===== config.mk =====
export PLATFORM = sky130hd
export DESIGN_NAME = key_boundary_scan
export DESIGN_NICKNAME = d
export VERILOG_FILES = /design/src/rtl/key_boundary_scan.sv
export SDC_FILE = /design/constraint.sdc
export NUM_CORES = 1
export LEC_CHECK = 0
export CAP_MARGIN = 20
export CORE_ASPECT_RATIO = 0.5
export CORE_UTILIZATION = 50
export CTS_BUF_LIST = sky130_fd_sc_hd__clkbuf_8
export CTS_CLUSTER_SIZE = 28
export DETAILED_ROUTE_END_ITERATION = 10
export PLACE_DENSITY = 0.72
export SYNTH_ARGS = -nofsm -noshare
export SYNTH_HDL_FRONTEND = slang
export SYNTH_SLANG_ARGS = --single-unit
export TNS_END_PERCENT = 5

===== constraint.sdc =====
create_clock -name clk_in -period 21.7 [get_ports clk_in]
set_input_delay 4.34 -clock clk_in [delete_from_list [all_inputs] [get_ports clk_in]]
set_output_delay 4.34 -clock clk_in [all_outputs]
set_load 0.05 [all_outputs]

===== src/rtl/key_boundary_scan.sv =====
// key_boundary_scan: column-major edge scan that latches the first column holding WHITE_COUNT / BLACK_COUNT rising-edge clusters.
// Optional macro KEY_SCAN_EARLY_EXIT_EN: stop the scan as soon as both colours have matched.
module key_boundary_scan #(
    parameter int H_PIXELS     = 320,
    parameter int V_PIXELS     = 180,
    parameter int MAX_CLUSTERS = 4,
    parameter int MARGIN       = 6,
    parameter int READ_LATENCY = 2,
    parameter int WHITE_COUNT  = 2,
    parameter int BLACK_COUNT  = 3,
    parameter int X_W          = $clog2(H_PIXELS),
    parameter int Y_W          = $clog2(V_PIXELS),
    parameter int A_W          = $clog2(H_PIXELS * V_PIXELS)
) (
    input  logic                        clk_in,
    input  logic                        rst_in,
    input  logic                        start_in,
    input  logic                        pixel_from_fb,
    output logic [A_W-1:0]              addr_into_fb,
    output logic                        busy_out,
    output logic                        done_out,
    output logic                        white_valid_out,
    output logic                        black_valid_out,
    output logic [X_W-1:0]              white_x_out,
    output logic [X_W-1:0]              black_x_out,
    output logic [MAX_CLUSTERS*Y_W-1:0] white_y_out,
    output logic [MAX_CLUSTERS*Y_W-1:0] black_y_out
);
    localparam int C_W = $clog2(MAX_CLUSTERS + 2);
    localparam int RL = READ_LATENCY;
    localparam logic [Y_W-1:0] Y_END = Y_W'(V_PIXELS - 1);
    localparam logic [X_W-1:0] X_END = X_W'(H_PIXELS - 1);
    localparam logic [Y_W:0] Y_LO = (Y_W+1)'(MARGIN);
    localparam logic [Y_W:0] Y_HI = (Y_W+1)'(V_PIXELS - MARGIN);
    localparam logic [A_W-1:0] V_A = A_W'(V_PIXELS);
    localparam logic [C_W-1:0] C_SAT = C_W'(MAX_CLUSTERS + 1);
    localparam logic [C_W-1:0] C_MAX = C_W'(MAX_CLUSTERS);
    localparam logic [C_W-1:0] C_WHITE = C_W'(WHITE_COUNT);
    localparam logic [C_W-1:0] C_BLACK = C_W'(BLACK_COUNT);

    typedef enum logic [1:0] {IDLE, SCAN, FLUSH, DONE} state_t;

    state_t                    state_q;
    logic [X_W-1:0]            ix_q;
    logic [Y_W-1:0]            iy_q;
    logic [RL:0]               v_p_q;
    logic [RL:0]               f_p_q;
    logic [X_W-1:0]            x_p_q [RL+1];
    logic [Y_W-1:0]            y_p_q [RL+1];
    logic                      prev_q;
    logic [C_W-1:0]            cnt_q;
    logic [C_W-1:0]            cnt_d;
    logic [MAX_CLUSTERS*Y_W-1:0] slots_q;
    logic [MAX_CLUSTERS*Y_W-1:0] slots_d;
    logic                      ev;
    logic [X_W-1:0]            ex;
    logic [Y_W-1:0]            ey;
    logic                      rise;
    logic                      col_end;
    logic                      last_px;
    logic                      w_hit;
    logic                      b_hit;
    logic                      early_stop;

    assign ev = v_p_q[RL];
    assign ex = x_p_q[RL];
    assign ey = y_p_q[RL];
    // the first row of each column sees a virtual 1 above it, so edges never span columns
    assign rise = ev && !(f_p_q[RL] | prev_q) && pixel_from_fb
                  && ({1'b0, ey} >= Y_LO) && ({1'b0, ey} < Y_HI);
    assign cnt_d = (rise && cnt_q != C_SAT) ? cnt_q + 1'b1 : cnt_q;
    assign col_end = ev && ey == Y_END;
    assign last_px = col_end && ex == X_END;
    assign w_hit = col_end && !white_valid_out && cnt_d == C_WHITE && cnt_d <= C_MAX;
    assign b_hit = col_end && !black_valid_out && cnt_d == C_BLACK && cnt_d <= C_MAX;
`ifdef KEY_SCAN_EARLY_EXIT_EN
    assign early_stop = white_valid_out && black_valid_out;
`else
    assign early_stop = 1'b0;
`endif

    always_comb begin
        slots_d = slots_q;
        for (int i = 0; i < MAX_CLUSTERS; i++)
            if (rise && cnt_q == C_W'(i)) slots_d[i*Y_W +: Y_W] = ey;
    end

    always_ff @(posedge clk_in or posedge rst_in) begin
        if (rst_in) begin
            state_q         <= IDLE;
            ix_q            <= '0;
            iy_q            <= '0;
            v_p_q           <= '0;
            f_p_q           <= '0;
            for (int k = 0; k <= RL; k++) begin
                x_p_q[k] <= '0;
                y_p_q[k] <= '0;
            end
            prev_q          <= 1'b0;
            cnt_q           <= '0;
            slots_q         <= '0;
            addr_into_fb    <= '0;
            busy_out        <= 1'b0;
            done_out        <= 1'b0;
            white_valid_out <= 1'b0;
            black_valid_out <= 1'b0;
            white_x_out     <= '0;
            black_x_out     <= '0;
            white_y_out     <= '0;
            black_y_out     <= '0;
        end else begin
            v_p_q <= {v_p_q[RL-1:0], 1'b0};
            f_p_q <= {f_p_q[RL-1:0], 1'b0};
            for (int k = 1; k <= RL; k++) begin
                x_p_q[k] <= x_p_q[k-1];
                y_p_q[k] <= y_p_q[k-1];
            end
            if (ev) prev_q <= pixel_from_fb;
            cnt_q   <= col_end ? '0 : cnt_d;
            slots_q <= col_end ? '0 : slots_d;
            if (w_hit) begin
                white_valid_out <= 1'b1;
                white_x_out     <= ex;
                white_y_out     <= slots_d;
            end
            if (b_hit) begin
                black_valid_out <= 1'b1;
                black_x_out     <= ex;
                black_y_out     <= slots_d;
            end
            case (state_q)
                IDLE: if (start_in) begin
                    state_q         <= SCAN;
                    busy_out        <= 1'b1;
                    ix_q            <= '0;
                    iy_q            <= '0;
                    v_p_q           <= '0;
                    cnt_q           <= '0;
                    slots_q         <= '0;
                    white_valid_out <= 1'b0;
                    black_valid_out <= 1'b0;
                    white_x_out     <= '0;
                    black_x_out     <= '0;
                    white_y_out     <= '0;
                    black_y_out     <= '0;
                end
                SCAN: if (early_stop) begin
                    state_q  <= DONE;
                    busy_out <= 1'b0;
                    done_out <= 1'b1;
                    v_p_q    <= '0;
                end else begin
                    addr_into_fb <= A_W'(iy_q) + A_W'(ix_q) * V_A;
                    v_p_q[0]     <= 1'b1;
                    f_p_q[0]     <= iy_q == '0;
                    x_p_q[0]     <= ix_q;
                    y_p_q[0]     <= iy_q;
                    iy_q         <= iy_q == Y_END ? '0 : iy_q + 1'b1;
                    if (iy_q == Y_END) ix_q <= ix_q + 1'b1;
                    if (iy_q == Y_END && ix_q == X_END) state_q <= FLUSH;
                end
                FLUSH: if (early_stop || last_px) begin
                    state_q  <= DONE;
                    busy_out <= 1'b0;
                    done_out <= 1'b1;
                    v_p_q    <= '0;
                end
                DONE: begin
                    state_q  <= IDLE;
                    done_out <= 1'b0;
                end
            endcase
        end
    end
endmodule

==> results.toml <==
[min_path]
hold_class = "reg2reg"
holdPathStages = 0

[global_route]
grt_pass1_vias = 6557
antenna_found_initial = 0
grt_usage_pct = 20.6
grt_overflow_total = 0
grt_first_pass_wirelength_mm = 32.3
grt_max_degree = 126

[clock_network]
ctsLongestPathBuffers = 3
cts_resized = 0
clk_latency_ns = 0.54
cts-buffers-inserted = 29
post-cts-setup-buffers = 0
clockRootBuffer = "clkbuf_8"
cts.clk_slew.worst_paths_ns = 0.07
cts.sinks = 212
cts_tree = "built"
htreeDepth = 1
hold_buffers = 0

[floorplan]
io-pin-count = 106
std_cell_rows = 34
initial_core_util_pct = 52.6
die_w_um = 196
core_region_area_sq_um = 17900
die-area_sq_um = 19400
die_height_um = 98.9

[detailed_routing]
via_count = 6606
final_antenna_net_count = 0
drt_wl_total_mm = 19.4
wire_per_inst_um = 16.0
drtIter0Drc = 350
drc = 0
drt-pass1-iter-count = 5
avgViaCountPerCell = 5.43

[setup_path]
crit_type = "in2reg"
reg2reg_setup_slack_ns = 17.19
r2r_cells = 16
end_kind = "register"
arrival_ns = 7.45
start_kind = "input pin"
path_max_fanout = 67
worstPathRequired_ns = 22.15

[logic_synthesis]
yosysTopAreaCell = "dfrtp_1"
async_flop_share_pct = 100
synth.distinct_cells = 51
synth_top_cells_by_area = "dfrtp_1, ha_1, a21oi_1"
synth_warnings = 0
ys.flop_type = "dfrtp_1"
synth_cells = 857
ys_seq_area_share_pct = 56.5
syn_area_sq_um = 9390
syn_nets = 917
synth_edf_count = 0
ys_ff_latch = 212
avgSynthCellArea_sq_um = 11.0
synth_top_area_share_pct = 56.5

[placed_design]
dpl.hpwl_mm = 12.8
port_buffers = 105
routabilityCongestion = 0.791

[final_layout]
drive_above_1_share_pct = 8.44
diodes = 0
final_common_cell = "dfrtp_1"
finish.net_count = 1023
area_growth_pct = 19.9
final_cell_mix = "dfrtp_1, a21oi_1, clkdlybuf4s50_1"

[timing]
setup_tns_ns = 0
fmax_mhz = 143
post-route-period-util_pct = 32.3
worst_slew_pin_slew_ns = 1.05
fin_hold_ws_ns = 0.338
finalSetupViolations = 0
hold_violations = 0
min_period_ns = 7.00
rsz0062_at_grt = "false"
fin_skew_ns = 0.0167
drv_slew = 0
relSlewSlack_pct = 29.6

[power_and_ir_drop]
powerDensity_nw_per_um2 = 70.8
ir_worst_vdd_mv = 0.0482
leakagePower_nw = 5.45

[job]
max-cap-violations = 0

[outcome]
outcome = "finished clean"
-- routing by layer --
layer	vias to the layer above	global-route usage [%]	share of wire [%]
met1	3295	28.6	46
met4	0	5.53	1.8
met2	141	33.9	48
li1	3134	-	-
met5	-	0	0
met3	36	3.46	4.2
-- critical path, stage by stage --
cell and delay (ns):
clkdlybuf4s50_1 0.50, nand2_2 0.59, o21ai_0 0.49, and2_0 0.64, nand4_1 0.31, or3_1 0.42
a21oi_1 0.15
-- cell usage after synthesis, types with 4 or more instances --
master and n:
dfrtp_1 212, a21oi_1 106, o21ai_0 79, nand2_1 67, nor2_1 67, inv_1 56
ha_1 44, mux2i_1 34, clkbuf_1 24, mux2_2 24, xor2_1 15, fa_1 12
buf_2 10, xnor2_1 10, nand3_1 9, nand4_1 9, a21o_1 5, and3_1 5
nor2b_1 5, nor3_1 5, or3_1 5, nand2b_1 4, nand3b_1 4
-- report_power, final --
part           internal [mW]  switching, mW  leakage, nW
clock                  0.150          0.145        0.331
combinational         0.0242         0.0475         2.51
sequential             0.420        0.00942         2.61
total                  0.594          0.202         5.45
-- layout make-up --
type                            instances  area (sq um)
Inverter                               56           218
Tap cell                              234           293
Fill cell                            1461          6610
Multi-Input combinational cell        551          3720
Clock buffer                           33           454
Clock inverter                         18           103
Sequential cell                       212          5310
Timing Repair Buffer                  113          1160
-- cell families after synthesis --
logic type / after synthesis / synth area share [%]
DFF: 212 / 56.5
AOI/OAI and AO/OA: 210 / 11.9
and+or+nand+nor: 200 / 9.98
buffers and inverters: 94 / 3.97
muxes: 59 / 6.66
adders and majority gates: 56 / 8.42
xor gates and xnor gates: 26 / 2.57
-- worst paths after layout --
kind / startpoint / end
min in group asynchronous: rst_in / black_y_out[7]
max in group asynchronous: rst_in / slots_q[4]
worst max-delay path: start_in / ix_q[7]
worst min-delay path: y_p_q[13] / ey[5]
worst max register to register: ix_q[2] / addr_into_fb[15]
worst min register to register: y_p_q[13] / ey[5]
-- registers in the layout, summed over array words and instances (netlist names), 8 cells and up --
register      flops
black_y_out      32
slots_q          32
white_y_out      32
x_p_q            18
addr_into_fb     16
y_p_q            14
black_x_out       9
ex                9
ix_q              9
white_x_out       9
ey                8
iy_q              8
-- per-stage QoR --
step / instances / worst slack, ns / power (mW) / instance area [sq um] / util (%)
final: 1217 / 14.70 / 0.797 / 11300 / 63.0
after global routing: 1217 / 14.45 / 0.834 / 11300 / 63.0
after CTS: 1215 / 14.73 / 0.803 / 11200 / 62.8
after detailed placement: 1164 / 14.19 / 0.507 / 10700 / 59.6
after global placement: 1162 / 14.30 / 0.502 / 10600 / 59.4
after floorplan: 857 / 11.57 / 0.487 / 9390 / -
No activity file was read; power rests on OpenSTA's default activity.
